<file path="src/rtl/line_fill_engine.sv">
`default_nettype none
// ============================================================================
// Module      : line_fill_engine
// Description : Memory-side miss engine. On a cache miss it first writes the
//               pending victim line (if any) back to memory, then reads the
//               missing line as single 32-bit beats, assembles it into
//               dataBlock and pulses fillValid.
// Revision    : 1.0 - initial release
// ----------------------------------------------------------------------------
// Ports
//   clk, reset               clock (rising edge), synchronous active-high reset
//   missReq, missAddr        miss request and line address (sampled in IDLE)
//   victimValid/Addr/Block   victim line to write back before the refill
//   busy                     engine is not idle
//   victimAck                1-cycle pulse after the last victim beat is taken
//   fillValid, dataBlock     1-cycle pulse: dataBlock holds the complete line
//   fillErr                  1-cycle pulse: read timed out, fill aborted
//   memReq/We/Addr/Wdata     single-beat memory request channel
//   memGnt                   beat accepted when memReq & memGnt
//   memRvalid, memRdata      in-order read response, one outstanding read
// Configuration
//   MEM_TIMEOUT_EN  when defined, a stalled read aborts after TIMEOUT cycles
//                   in RD_WAIT; otherwise RD_WAIT waits forever, fillErr = 0.
// ============================================================================
module line_fill_engine #(
    parameter  int LINE_W     = 256,
    parameter  int BEAT_W     = 32,
    parameter  int TIMEOUT    = 64,
    localparam int BEATS      = LINE_W / BEAT_W,
    localparam int BEAT_IDX_W = $clog2(BEATS),
    localparam int OFF_W      = $clog2(BEAT_W / 8),
    localparam int LADDR_W    = 32 - BEAT_IDX_W - OFF_W
) (
    input  logic               clk,
    input  logic               reset,
    input  logic               missReq,
    input  logic [LADDR_W-1:0] missAddr,
    input  logic               victimValid,
    input  logic [LADDR_W-1:0] victimAddr,
    input  logic [LINE_W-1:0]  victimBlock,
    output logic               busy,
    output logic               victimAck,
    output logic               fillValid,
    output logic [LINE_W-1:0]  dataBlock,
    output logic               fillErr,
    output logic               memReq,
    output logic               memWe,
    output logic [31:0]        memAddr,
    output logic [BEAT_W-1:0]  memWdata,
    input  logic               memGnt,
    input  logic               memRvalid,
    input  logic [BEAT_W-1:0]  memRdata
);

    typedef enum logic [2:0] {
        S_IDLE    = 3'd0,
        S_WB      = 3'd1,
        S_RD_REQ  = 3'd2,
        S_RD_WAIT = 3'd3,
        S_DONE    = 3'd4
    } state_t;

    localparam logic [BEAT_IDX_W-1:0] LAST_BEAT = BEAT_IDX_W'(BEATS - 1);

    state_t                  state, state_next;
    logic [BEAT_IDX_W-1:0]   beat, beat_next;
    logic [LADDR_W-1:0]      miss_addr;
    logic [LADDR_W-1:0]      vict_addr;
    logic [LINE_W-1:0]       vict_block;
    logic [LINE_W-1:0]       data_block;
    logic                    victim_ack;

    logic                    mem_req;
    logic                    mem_we;
    logic [31:0]             mem_addr;
    logic [BEAT_W-1:0]       mem_wdata;
    logic                    fill_valid;
    logic                    fill_err;
    logic                    rd_beat_we;
    logic                    ack_set;

`ifdef MEM_TIMEOUT_EN
    localparam int TMO_W = $clog2(TIMEOUT + 1);
    logic [TMO_W-1:0] tmo_cnt;

    // Counts cycles spent waiting for the current read beat; any response
    // restarts the window so the limit applies per beat, not per line.
    always_ff @(posedge clk) begin
        if (reset) begin
            tmo_cnt <= '0;
        end else if (state != S_RD_WAIT || memRvalid) begin
            tmo_cnt <= '0;
        end else begin
            tmo_cnt <= tmo_cnt + 1'b1;
        end
    end
`endif

    // State and datapath registers
    always_ff @(posedge clk) begin
        if (reset) begin
            state      <= S_IDLE;
            beat       <= '0;
            miss_addr  <= '0;
            vict_addr  <= '0;
            vict_block <= '0;
            data_block <= '0;
            victim_ack <= 1'b0;
        end else begin
            state      <= state_next;
            beat       <= beat_next;
            victim_ack <= ack_set;
            if (state == S_IDLE && missReq) begin
                miss_addr <= missAddr;
                if (victimValid) begin
                    vict_addr  <= victimAddr;
                    vict_block <= victimBlock;
                end
            end
            if (rd_beat_we) begin
                data_block[int'(beat)*BEAT_W +: BEAT_W] <= memRdata;
            end
        end
    end

    // Next-state and output decode
    always_comb begin
        state_next = state;
        beat_next  = beat;
        mem_req    = 1'b0;
        mem_we     = 1'b0;
        mem_addr   = '0;
        mem_wdata  = '0;
        fill_valid = 1'b0;
        fill_err   = 1'b0;
        rd_beat_we = 1'b0;
        ack_set    = 1'b0;

        case (state)
            S_IDLE: begin
                if (missReq) begin
                    beat_next  = '0;
                    state_next = victimValid ? S_WB : S_RD_REQ;
                end
            end

            S_WB: begin
                mem_req   = 1'b1;
                mem_we    = 1'b1;
                mem_addr  = {vict_addr, beat, OFF_W'(0)};
                mem_wdata = vict_block[int'(beat)*BEAT_W +: BEAT_W];
                if (memGnt) begin
                    if (beat == LAST_BEAT) begin
                        beat_next  = '0;
                        ack_set    = 1'b1;
                        state_next = S_RD_REQ;
                    end else begin
                        beat_next = beat + 1'b1;
                    end
                end
            end

            S_RD_REQ: begin
                mem_req  = 1'b1;
                mem_addr = {miss_addr, beat, OFF_W'(0)};
                if (memGnt) begin
                    state_next = S_RD_WAIT;
                end
            end

            S_RD_WAIT: begin
                if (memRvalid) begin
                    rd_beat_we = 1'b1;
                    if (beat == LAST_BEAT) begin
                        state_next = S_DONE;
                    end else begin
                        beat_next  = beat + 1'b1;
                        state_next = S_RD_REQ;
                    end
                end
`ifdef MEM_TIMEOUT_EN
                else if (tmo_cnt == TMO_W'(TIMEOUT - 1)) begin
                    // Abort: partial dataBlock is left untouched.
                    fill_err   = 1'b1;
                    beat_next  = '0;
                    state_next = S_IDLE;
                end
`endif
            end

            S_DONE: begin
                fill_valid = 1'b1;
                beat_next  = '0;
                state_next = S_IDLE;
            end

            default: begin
                beat_next  = '0;
                state_next = S_IDLE;
            end
        endcase
    end

    assign busy      = (state != S_IDLE);
    assign victimAck = victim_ack;
    assign fillValid = fill_valid;
    assign dataBlock = data_block;
    assign fillErr   = fill_err;
    assign memReq    = mem_req;
    assign memWe     = mem_we;
    assign memAddr   = mem_addr;
    assign memWdata  = mem_wdata;

endmodule

`default_nettype wire
</file>
<file path="config.mk">
export PLATFORM = sky130hd
export DESIGN_NAME = line_fill_engine
export DESIGN_NICKNAME = d
export VERILOG_FILES = /design/src/rtl/line_fill_engine.sv
export SDC_FILE = /design/constraint.sdc
export NUM_CORES = 1
export LEC_CHECK = 0
export BUFFER_PORTS_ARGS = -buffer_cell sky130_fd_sc_hd__buf_2
export CAP_MARGIN = 20
export CORE_AREA = 2 2 264 266
export CTS_BUF_LIST = sky130_fd_sc_hd__clkbuf_2
export DETAILED_ROUTE_END_ITERATION = 10
export DIE_AREA = 0 0 266 268
export GPL_TIMING_DRIVEN = 1
export MAX_ROUTING_LAYER = met4
export SETUP_SLACK_MARGIN = 0.4
export SYNTH_ARGS = -nofsm -noshare
export SYNTH_HDL_FRONTEND = slang
export SYNTH_SLANG_ARGS = --single-unit
</file>
<file path="constraint.sdc">
create_clock -name clk -period 4.6 [get_ports clk]
set_clock_uncertainty 0.1 [all_clocks]
set_input_delay 0.69 -clock clk [delete_from_list [all_inputs] [get_ports clk]]
set_output_delay 0.69 -clock clk [all_outputs]
set_load 0.01 [all_outputs]
</file>
==> flow_metrics.py, run 1 <==
metrics = {
    "outcome": {
        "status": "aborted with a tool error",
        "failing_step": "clock tree synthesis (4_1_cts)",
        "error_message": "[ERROR RSZ-0060] Max buffer count reached.",
    },
    "placed_design": {
        "routabilityCongestion": 0.868,
        "dp_hpwl_um": 56600,
        "numPortBuffers": 670,
    },
    "synthesis": {
        "synth.distinct_cells": 51,
        "synth-simple-area-share_pct": 23.5,
        "synth_edf_count": 0,
        "synth_top_family_by_area": "simple AND/OR/NAND/NOR gates",
        "async_flop_share_pct": 0,
        "yosysSeqAreaShare_pct": 50.1,
        "muxShareOfSynthArea_pct": 6.77,
        "synth.avg_cell_area_um2": 8.55,
        "synth-compound-area-share_pct": 14.8,
        "synth_xor_area_share_pct": 0.0382,
        "synthAdderAreaFrac_pct": 0.273,
        "ys_warn_count": 0,
        "syn_inst": 2679,
        "yosysTopAreaCell": "dfxtp_1",
        "yosys.area.top_type_share_pct": 50.1,
        "synth_area_leaders": "dfxtp_1, nand2_1, a21oi_1",
        "yosys_most_used_dff": "dfxtp_1",
        "yosysMostFrequentCell": "nand2_1",
        "syn_area_um2": 22900,
        "ys_ff_latch": 573,
        "synth_common_cells": "nand2_1, dfxtp_1, a21oi_1",
    },
    "die": {
        "ios": 674,
        "initial_core_util_pct": 33.6,
        "rows": 96,
        "die-height_um": 268,
        "die_w_um": 266,
    },
    "cts": {
        "htreeDepth": 4,
        "cts_hold_buf": 861,
        "post_cts_buffers": 4,
        "cts-resized-gates": 14,
        "cts_max_path_buffers": 3,
        "root_buffer": "clkbuf_2",
        "cts_buffers": 156,
        "cts_sinks": 573,
    },
}
-- per-stage QoR --
step / std cells / setup WS, ps / cell area (um^2) / hold slack (ps) / utilization, %
3_3_place_gp: 4027 / 1440 / 26800 / 336 / 39.3
2_1_floorplan: 2681 / 1300 / 22900 / 333 / -
3_5_place_dp: 4027 / 1370 / 26800 / 340 / 39.3
-- cell families after synthesis --
group / after synthesis
AND/OR/NAND/NOR: 1155
AO/OA/AOI/OAI: 627
flip-flops: 573
buffers and inverters: 242
multiplexers: 75
adder cells (fa/ha/maj): 5
other: 1
XOR/XNOR: 1
==> inputs of run 2 (changes only) <==
==> config.mk (replaced) <==
export PLATFORM = sky130hd
export DESIGN_NAME = line_fill_engine
export DESIGN_NICKNAME = d
export VERILOG_FILES = /design/src/rtl/line_fill_engine.sv
export SDC_FILE = /design/constraint.sdc
export NUM_CORES = 1
export LEC_CHECK = 0
export BUFFER_PORTS_ARGS = -buffer_cell sky130_fd_sc_hd__buf_2
export CAP_MARGIN = 20
export CORE_AREA = 2 2 265 267
export DETAILED_ROUTE_END_ITERATION = 10
export DIE_AREA = 0 0 267 269
export GPL_TIMING_DRIVEN = 1
export PLACE_DENSITY_LB_ADDON = 0.15
export SYNTH_ARGS = -nofsm -noshare
export SYNTH_HDL_FRONTEND = slang
export SYNTH_SLANG_ARGS = --single-unit
==> flow_metrics.py, run 2 <==
metrics = {
    "timing": {
        "whs_ps": 222,
        "period_minus_slack_ps": 3680,
        "worst_pin_slew_ps": 1090,
        "finalSetupViolCount": 0,
        "maxClockFrequency_mhz": 272,
        "drv_slew": 0,
        "grt_setup_unrepaired": "no",
        "relSlewSlack_pct": 27.5,
        "hold_violations": 0,
        "timing.final.crit_share_pct": 79.9,
        "setup_tns_ps": 0,
    },
    "power": {
        "pwr-share-seq_pct": 43.2,
        "switchingPower_mw": 3.49,
        "p_leak_nw": 11.6,
        "p_int_mw": 9.11,
        "power.share.combinational_pct": 14.5,
        "clock_power_share_pct": 42.3,
        "ir_worst_vdd_mv": 0.203,
        "switching_share_pct": 27.7,
        "p_per_area_nw_per_um2": 433,
    },
    "cts": {
        "clk_latency_ps": 590,
        "cts_buffers": 66,
        "clkTransAtPathRegs_ps": 60,
        "cts_hold_buf": 0,
        "cts_sinks": 573,
        "cts_tree": "built",
        "htreeDepth": 3,
        "post_cts_buffers": 0,
        "cts_max_path_buffers": 3,
        "root_buffer": "clkbuf_16",
        "cts-resized-gates": 0,
    },
    "die": {
        "die_w_um": 267,
        "rows": 97,
        "ios": 674,
        "die-height_um": 269,
        "initial_core_util_pct": 33.1,
        "core_area_um2": 69300,
        "die_area_um2": 71800,
    },
    "worst_setup_path": {
        "cp.arrival_ps": 2890,
        "critPathKind": "reg2out",
        "path_max_fanout": 50,
        "endpoint_kind": "output pin",
        "worst_setup_path_start_kind": "flop",
        "required_ps": 3810,
    },
    "synthesis": {
        "yosys_most_used_dff": "dfxtp_1",
        "synth.avg_cell_area_um2": 8.55,
        "ys_warn_count": 0,
        "syn_inst": 2679,
        "yosys.area.top_type_share_pct": 50.1,
        "yosysSeqAreaShare_pct": 50.1,
        "synth_common_cells": "nand2_1, dfxtp_1, a21oi_1",
        "ys_ff_latch": 573,
        "yosysTopAreaCell": "dfxtp_1",
        "synth_edf_count": 0,
        "syn_area_um2": 22900,
        "synth.distinct_cells": 51,
        "async_flop_share_pct": 0,
        "yosysMostFrequentCell": "nand2_1",
        "synth_area_leaders": "dfxtp_1, nand2_1, a21oi_1",
    },
    "final_layout": {
        "syn2layout_area_growth_pct": 27.0,
        "final_common_cell": "nand2_1",
        "drive_gt1_share_pct": 27.5,
        "nFillCells": 7077,
        "seq_area_um2": 11500,
        "finalNetCount": 3567,
        "stdcell_area_um2": 29100,
        "multi_input_area_um2": 10500,
        "layout_common_cells": "nand2_1, buf_2, dfxtp_1",
        "finish.utilization_pct": 42.0,
    },
    "min_path": {
        "hold_class": "in2reg",
    },
    "drt": {
        "vias": 21300,
        "drt_wl_total_um": 85500,
        "routed_via_density": 5.05,
        "ant_nets": 0,
        "drtIter0Drc": 1735,
        "drc": 0,
        "drt_first_pass_iters": 5,
        "wl_per_cell_um": 20.3,
    },
    "global_route": {
        "grt_max_degree": 198,
        "gr-total-overflow": 0,
        "grt_pass1_wl_um": 126000,
        "grt_pass1_vias": 20200,
        "grt_usage_pct": 22.8,
        "antenna_found_initial": 24,
    },
    "placed_design": {
        "placed_area_um2": 26800,
        "numPortBuffers": 670,
        "routabilityCongestion": 0.894,
        "dp_hpwl_um": 60200,
    },
    "outcome": {
        "status": "finished, final reports clean",
    },
    "run": {
        "max_cap_violations": 0,
    },
}
## run 2: logic make-up after synthesis
kind of cell | count (synthesis) | share of synthesized area (%)
xor gates and xnor gates | 1 | 0.0382
AOI/OAI and AO/OA | 627 | 14.8
adders and majority gates | 5 | 0.273
other | 1 | 0.0164
DFF | 573 | 50.1
muxes | 75 | 6.77
and+or+nand+nor | 1155 | 23.5
buffers and inverters | 242 | 4.55
## run 2: cell type report
| cell class | count | share of cell area (%) |
|---|---|---|
| Antenna cell | 12 | 0.103 |
| Timing Repair Buffer | 701 | 12.8 |
| Tap cell | 940 | 4.04 |
| Sequential cell | 573 | 39.4 |
| Multi-Input combinational cell | 1866 | 36.0 |
| Inverter | 6 | 0.0774 |
| Clock inverter | 17 | 0.791 |
| Clock buffer | 101 | 6.75 |
## run 2: path summary, 6_finish.rpt
| path | slack [ps] | cells after the start | endpoint | from |
|---|---|---|---|---|
| max | 920 | 4 | memWdata[0] | beat[1]$_SDFFE_PP0P_ |
| min | 220 | 3 | vict_block[225]$_SDFFE_PP0P_ | victimBlock[225] |
| max reg2reg | 1540 | 7 | dataBlock[25]$_SDFFE_PP0P_ | beat[1]$_SDFFE_PP0P_ |
| min reg2reg | 350 | 2 | dataBlock[16]$_SDFFE_PP0P_ | dataBlock[16]$_SDFFE_PP0P_ |
## run 2: per-stage QoR
stage | instances | setup slack [ps] | total power [mW]
finish | 4216 | 923 | 12.6
detailed placement | 4084 | 1180 | 7.38
CTS | 4202 | 868 | 12.7
global route | 4212 | 775 | 13.1
global placement | 4084 | 1250 | 7.35
floorplan | 2681 | 1300 | 6.69
## run 2: critical path, stage by stage (launching register included)
cell,delay (ps)
dfxtp_4,590
buf_4,720
mux4_2,450
a22o_1,280
buf_2,150
## run 2: power groups by stage
stage | combinational, mW | sequential, mW | clock [mW]
4_1_cts | 1.84 | 5.44 | 5.47
5_1_grt | 2.01 | 5.47 | 5.66
2_1_floorplan | 1.22 | 5.47 | 0
3_3_place_gp | 1.82 | 5.53 | 0
3_5_place_dp | 1.84 | 5.55 | 0
6_report | 1.82 | 5.44 | 5.33
## run 2: routing by layer
metal	global-route usage [%]	vias up	routed length, um
li1	-	10200	-
met1	30.1	10200	37100
met2	36.5	739	39600
met3	5.16	142	6070
met4	8.18	18	2600
met5	0	-	115
Note: power is estimated with default switching activity, not from simulation.
==> inputs of run 3 (changes only) <==
--- a/config.mk
+++ b/config.mk
@@ -5,11 +5,12 @@
 export SDC_FILE = /design/constraint.sdc
 export NUM_CORES = 1
 export LEC_CHECK = 0
+export ABC_AREA = 1
 export BUFFER_PORTS_ARGS = -buffer_cell sky130_fd_sc_hd__buf_2
 export CAP_MARGIN = 20
-export CORE_AREA = 2 2 265 267
+export CORE_AREA = 2 2 264 266
 export DETAILED_ROUTE_END_ITERATION = 10
-export DIE_AREA = 0 0 267 269
+export DIE_AREA = 0 0 266 268
 export GPL_TIMING_DRIVEN = 1
 export PLACE_DENSITY_LB_ADDON = 0.15
 export SYNTH_ARGS = -nofsm -noshare
==> constraint.sdc (replaced) <==
create_clock -name clk -period 3.7 [get_ports clk]
set_clock_uncertainty 0.1 [all_clocks]
set_input_delay 0.555 -clock clk [delete_from_list [all_inputs] [get_ports clk]]
set_output_delay 0.555 -clock clk [all_outputs]
set_load 0.01 [all_outputs]
==> flow_metrics.py, run 3 <==
metrics = {
    "global_route": {
        "grt_pass1_vias": 23200,
        "grt_max_degree": 181,
        "grt.busiest_layer": "met2",
        "gr-total-overflow": 0,
        "use_met3_pct": 4.62,
        "antenna_found_initial": 22,
        "use_met2_pct": 47.3,
        "grt_use_met1_pct": 32.1,
        "grt_pass1_wl_um": 144000,
        "grt_usage_pct": 26.6,
    },
    "final_layout": {
        "stdcell_area_um2": 30200,
        "final_common_cell": "buf_2",
        "finalNonFillerCells": 4857,
        "drive_gt1_share_pct": 21.9,
        "syn2layout_area_growth_pct": 25.2,
        "finalNetCount": 4271,
        "layout_common_cells": "buf_2, nor2_1, dfxtp_1",
    },
    "timing": {
        "drv_slew": 0,
        "hold_violations": 0,
        "maxClockFrequency_mhz": 285,
        "period_minus_slack_ps": 3510,
        "finalSetupViolCount": 0,
        "setup_ws_ps": 187,
        "timing.final.crit_share_pct": 95.0,
        "worst_pin_slew_ps": 1060,
        "relSlewSlack_pct": 29.3,
        "grt_setup_unrepaired": "no",
        "setup_tns_ps": 0,
    },
    "synthesis": {
        "syn_area_um2": 24200,
        "yosys.area.top_type_share_pct": 47.5,
        "ys_warn_count": 0,
        "yosysMostFrequentCell": "nor2_1",
        "ys_ff_latch": 573,
        "synth.distinct_cells": 32,
        "synth_common_cells": "nor2_1, dfxtp_1, o21ai_0",
        "yosysSeqAreaShare_pct": 47.5,
        "synth_area_leaders": "dfxtp_1, o21ai_0, a21oi_1",
        "async_flop_share_pct": 0,
        "yosysTopAreaCell": "dfxtp_1",
        "yosys_most_used_dff": "dfxtp_1",
        "syn_inst": 3410,
        "synth_edf_count": 0,
        "synth.avg_cell_area_um2": 7.08,
    },
    "power": {
        "p_leak_nw": 13.1,
        "p_per_area_nw_per_um2": 678,
        "ir_worst_vdd_mv": 0.552,
        "total_power_mw": 20.5,
    },
    "worst_setup_path": {
        "path_max_fanout": 180,
        "crit_path_top_delay_cell": "buf_12",
        "slowest_delay_ps": 390,
        "critPathKind": "reg2out",
        "worst_setup_path_start_kind": "flop",
        "required_ps": 3040,
        "path_cells": "inv_6, buf_12, a21oi_1, o21ai_0, nand2_1, nor2_1, nor2_1, buf_2",
        "endpoint_kind": "output pin",
        "cp.arrival_ps": 2860,
        "worst_path_most_repeated_cell": "nor2_1",
    },
    "drt": {
        "drtIter0Drc": 1789,
        "wl_per_cell_um": 20.3,
        "drt_wl_total_um": 98600,
        "drt_first_pass_iters": 6,
        "vias": 24900,
        "drc": 0,
        "ant_nets": 0,
        "routed_via_density": 5.12,
    },
    "cts": {
        "post_cts_buffers": 0,
        "clkTransAtPathRegs_ps": 60,
        "htreeDepth": 3,
        "cts_max_path_buffers": 3,
        "cts_tree": "built",
        "cts-resized-gates": 0,
        "cts_hold_buf": 0,
        "clk_latency_ps": 610,
        "cts_buffers": 68,
        "cts_sinks": 573,
        "root_buffer": "clkbuf_16",
    },
    "placed_design": {
        "numPortBuffers": 670,
        "placed_cells": 4730,
        "dp_worst_setup_slack_ps": 548,
        "placed_area_um2": 28000,
        "dp_hpwl_um": 69400,
        "routabilityCongestion": 0.875,
    },
    "die": {
        "die_w_um": 266,
        "die-height_um": 268,
        "rows": 96,
        "core_area_um2": 68200,
        "ios": 674,
        "initial_core_util_pct": 35.4,
        "die_area_um2": 71300,
    },
    "run": {
        "max_cap_violations": 0,
    },
    "min_path": {
        "hold_class": "in2reg",
    },
    "outcome": {
        "status": "finished, final reports clean",
    },
}
run 3: changes by cell type after synthesis, sizes merged, moves of 11 or more:
cell / previous run / this run
a21oi: 344 / 503
nand2b: 158 / 0
nand3b: 63 / 2
o21ai: 217 / 541
o22ai: 0 / 27
mux4: 64 / 0
a22o: 59 / 0
nor2: 13 / 655
buf: 58 / 141
clkbuf: 177 / 149
mux2i: 11 / 0
inv: 6 / 232
nand2: 725 / 334
nand3: 158 / 212
run 3: logic make-up (layout without fill, tap and decap cells):
family / count (synthesis) / in the layout / synth area share, %
compound gates: 1072 / 1072 / 22.4
fa+ha+maj: 5 / 5 / 0.259
buf+inv: 524 / 1078 / 8.95
other cells: 1 / 12 / 0.0155
simple gates: 1235 / 1235 / 20.9
flops: 573 / 573 / 47.5
run 3: final timing paths:
kind | to | from | depth (start not counted) | slack [ps]
worst min-delay path | vict_block[51]$_SDFFE_PP0P_ | victimBlock[51] | 3 | 100
worst min register to register | vict_block[161]$_SDFFE_PP0P_ | vict_block[161]$_SDFFE_PP0P_ | 2 | 350
worst max-delay path | memWdata[14] | beat[0]$_SDFFE_PP0P_ | 8 | 190
worst max register to register | dataBlock[135]$_SDFFE_PP0P_ | beat[0]$_SDFFE_PP0P_ | 7 | 680
run 3: metal layers:
metal | share of wire, % | up-vias | wire, um
li1 | - | 12200 | -
met1 | 40 | 11600 | 39900
met2 | 50 | 833 | 49300
met3 | 6.1 | 167 | 6020
met4 | 3.4 | 14 | 3340
met5 | 0.082 | - | 81
run 3: through the flow:
stage                     utilization (%)  hold slack, ps
after global placement               41.0             339
final                                44.3             104
after CTS                            44.3            78.3
after detailed placement             41.0             342
after global routing                 44.3             104
after floorplan                         -             330
run 3: worst max-delay path: cells and delay by family, from the launching register on:
family,cells,cell delay [ps]
flip-flops,1,360
AND/OR/NAND/NOR,3,660
buffers and inverters,3,620
AO/OA/AOI/OAI,2,250
run 3: where the power goes:
part	switching (mW)	internal [mW]	total (mW)
Sequential	0.235	6.77	7.00
Combinational	4.94	1.75	6.69
Clock	2.79	4.01	6.80
Total	7.96	12.5	20.5
run 3: area by class of cell:
cell class,instances,area [um^2]
fill,7330,38000
sequential,573,11500
multi-input combinational,2315,10600
timing repair buffer,726,3930
clock buffer,94,1960
tap,882,1100
inverter,234,891
clock inverter,24,285
antenna,9,22.5
==> inputs of run 4 (changes only) <==
--- a/config.mk
+++ b/config.mk
@@ -12,7 +12,9 @@
 export DETAILED_ROUTE_END_ITERATION = 10
 export DIE_AREA = 0 0 266 268
 export GPL_TIMING_DRIVEN = 1
+export MAX_ROUTING_LAYER = met4
 export PLACE_DENSITY_LB_ADDON = 0.15
+export SLEW_MARGIN = 10
 export SYNTH_ARGS = -nofsm -noshare
 export SYNTH_HDL_FRONTEND = slang
 export SYNTH_SLANG_ARGS = --single-unit
==> flow_metrics.py, run 4 (synthesis gave the netlist of run 3 again) <==
metrics = {
    "outcome": {
        "status": "finished, final reports clean",
    },
    "global_route": {
        "gr-total-overflow": 0,
        "grt_pass1_wl_um": 144000,
        "grt_usage_pct": 27.4,
        "grt_max_degree": 181,
        "antenna_found_initial": 22,
        "grt_pass1_vias": 23300,
    },
    "cts": {
        "root_buffer": "clkbuf_16",
        "htreeDepth": 3,
        "clk_latency_ps": 590,
        "cts_hold_buf": 0,
        "cts_max_path_buffers": 3,
        "cts_buffers": 66,
        "post_cts_buffers": 0,
        "cts_sinks": 573,
        "cts-resized-gates": 1,
        "cts_tree": "built",
        "clkTransAtPathRegs_ps": 70,
    },
    "drt": {
        "drc": 0,
        "vias": 24800,
        "wl_per_cell_um": 20.3,
        "ant_nets": 0,
        "drt_first_pass_iters": 7,
        "drt_wl_total_um": 98600,
        "drtIter0Drc": 1889,
        "routed_via_density": 5.10,
    },
    "min_path": {
        "holdCritStartpoint": "memRdata[29]",
        "holdPathEnd": "dataBlock[29]$_SDFFE_PP0P_",
        "min_path_cells": 3,
        "hold_class": "in2reg",
    },
    "power": {
        "clock_power_share_pct": 32.8,
        "p_leak_nw": 13.0,
        "ir_worst_vdd_mv": 0.435,
        "p_per_area_nw_per_um2": 674,
        "switchingPower_mw": 7.88,
        "p_int_mw": 12.5,
        "power.share.combinational_pct": 32.9,
        "switching_share_pct": 38.7,
        "pwr-share-seq_pct": 34.4,
    },
    "die": {
        "die-height_um": 268,
        "initial_core_util_pct": 35.4,
        "ios": 674,
        "core_area_um2": 68200,
        "die_w_um": 266,
        "rows": 96,
        "die_area_um2": 71300,
    },
    "placed_design": {
        "placed_area_um2": 27900,
        "dp_worst_setup_slack_ps": 543,
        "numPortBuffers": 670,
        "routabilityCongestion": 0.879,
        "dp_hpwl_um": 68900,
    },
    "timing": {
        "maxClockFrequency_mhz": 275,
        "worst_pin_slew_ps": 1070,
        "finalSetupViolCount": 0,
        "setup_tns_ps": 0,
        "period_minus_slack_ps": 3640,
        "relSlewSlack_pct": 28.3,
        "whs_ps": 130,
        "setup_ws_ps": 61.5,
        "hold_violations": 0,
        "drv_slew": 0,
        "timing.final.crit_share_pct": 98.3,
        "grt_setup_unrepaired": "no",
    },
    "worst_setup_path": {
        "r2r_cells": 7,
        "cp.arrival_ps": 2980,
        "endpoint_kind": "output pin",
        "path_cells": "inv_2, buf_6, buf_4, a21oi_1, o21ai_0, nand2_1, nor2_1, nor2_1, buf_2",
        "r2r_slack_ps": 510,
        "crit_path_top_delay_cell": "nor2_1",
        "worst_setup_path_start_kind": "flop",
        "worstReg2RegStart": "beat[0]$_SDFFE_PP0P_",
        "path_max_fanout": 46,
        "critPathKind": "reg2out",
        "worst_path_most_repeated_cell": "nor2_1",
        "required_ps": 3040,
        "slowest_delay_ps": 490,
        "rr_endpoint": "dataBlock[138]$_SDFFE_PP0P_",
    },
    "final_layout": {
        "stdcell_area_um2": 30200,
        "final_common_cell": "buf_2",
        "drive_gt1_share_pct": 21.7,
        "layout_common_cells": "buf_2, nor2_1, dfxtp_1",
        "finish.utilization_pct": 44.2,
        "finalNetCount": 4263,
        "syn2layout_area_growth_pct": 24.9,
    },
    "run": {
        "max_cap_violations": 0,
    },
}
-- run 4: cell count changes in the layout (fill, tap and decap cells not counted), sizes merged --
| cell | delta |
|---|---|
| clkbuf | +1 |
| clkinv | -1 |
| diode | +12 |
| buf | -6 |
| inv | -4 |
-- run 4: cell type report --
type / instances / area (um^2)
Antenna cell: 21 / 52.6
Clock buffer: 95 / 1970
Clock inverter: 19 / 211
Fill cell: 7352 / 38100
Inverter: 234 / 891
Multi-Input combinational cell: 2315 / 10600
Sequential cell: 573 / 11500
Tap cell: 882 / 1100
Timing Repair Buffer: 720 / 3890
-- run 4: worst max-delay path by stage --
stage | startpoint | cells after the start | endpoint
floorplan | beat[1]$_SDFFE_PP0P_ | 13 | dataBlock[10]$_SDFFE_PP0P_
global placement | beat[0]$_SDFFE_PP0P_ | 7 | dataBlock[138]$_SDFFE_PP0P_
CTS | beat[1]$_SDFFE_PP0P_ | 9 | memWdata[14]
global route | beat[1]$_SDFFE_PP0P_ | 9 | memWdata[14]
finish | beat[1]$_SDFFE_PP0P_ | 9 | memWdata[14]
detailed placement | beat[0]$_SDFFE_PP0P_ | 7 | dataBlock[138]$_SDFFE_PP0P_
-- run 4: metrics by stage --
step / total power, mW / std cells
after floorplan: 11.3 / 3412
after global placement: 13.8 / 4724
after detailed placement: 13.8 / 4724
after CTS: 20.5 / 4838
after global routing: 21.4 / 4857
final: 20.3 / 4859
-- run 4: critical path, delay by kind of cell (launching register included) --
family	cells	cell delay, ps
compound gates	2	230
buf+inv	4	1030
simple gates	3	740
flops	1	340
-- run 4: power groups by stage --
stage	Combinational [mW]	Sequential (mW)	Clock, mW
after CTS	6.72	6.99	6.79
after floorplan	4.22	7.05	0
after detailed placement	6.70	7.12	0
after global placement	6.68	7.11	0
final	6.69	6.99	6.67
after global routing	7.33	7.05	7.01
-- run 4: metal layers --
| metal | share of wire [%] | vias to the layer above | track usage (%) |
|---|---|---|---|
| met1 | 40 | 11600 | 31.4 |
| li1 | - | 12200 | - |
| met3 | 6.8 | 139 | 5.42 |
| met5 | 0 | - | - |
| met2 | 50 | 846 | 48.2 |
| met4 | 3.0 | 0 | 8.49 |
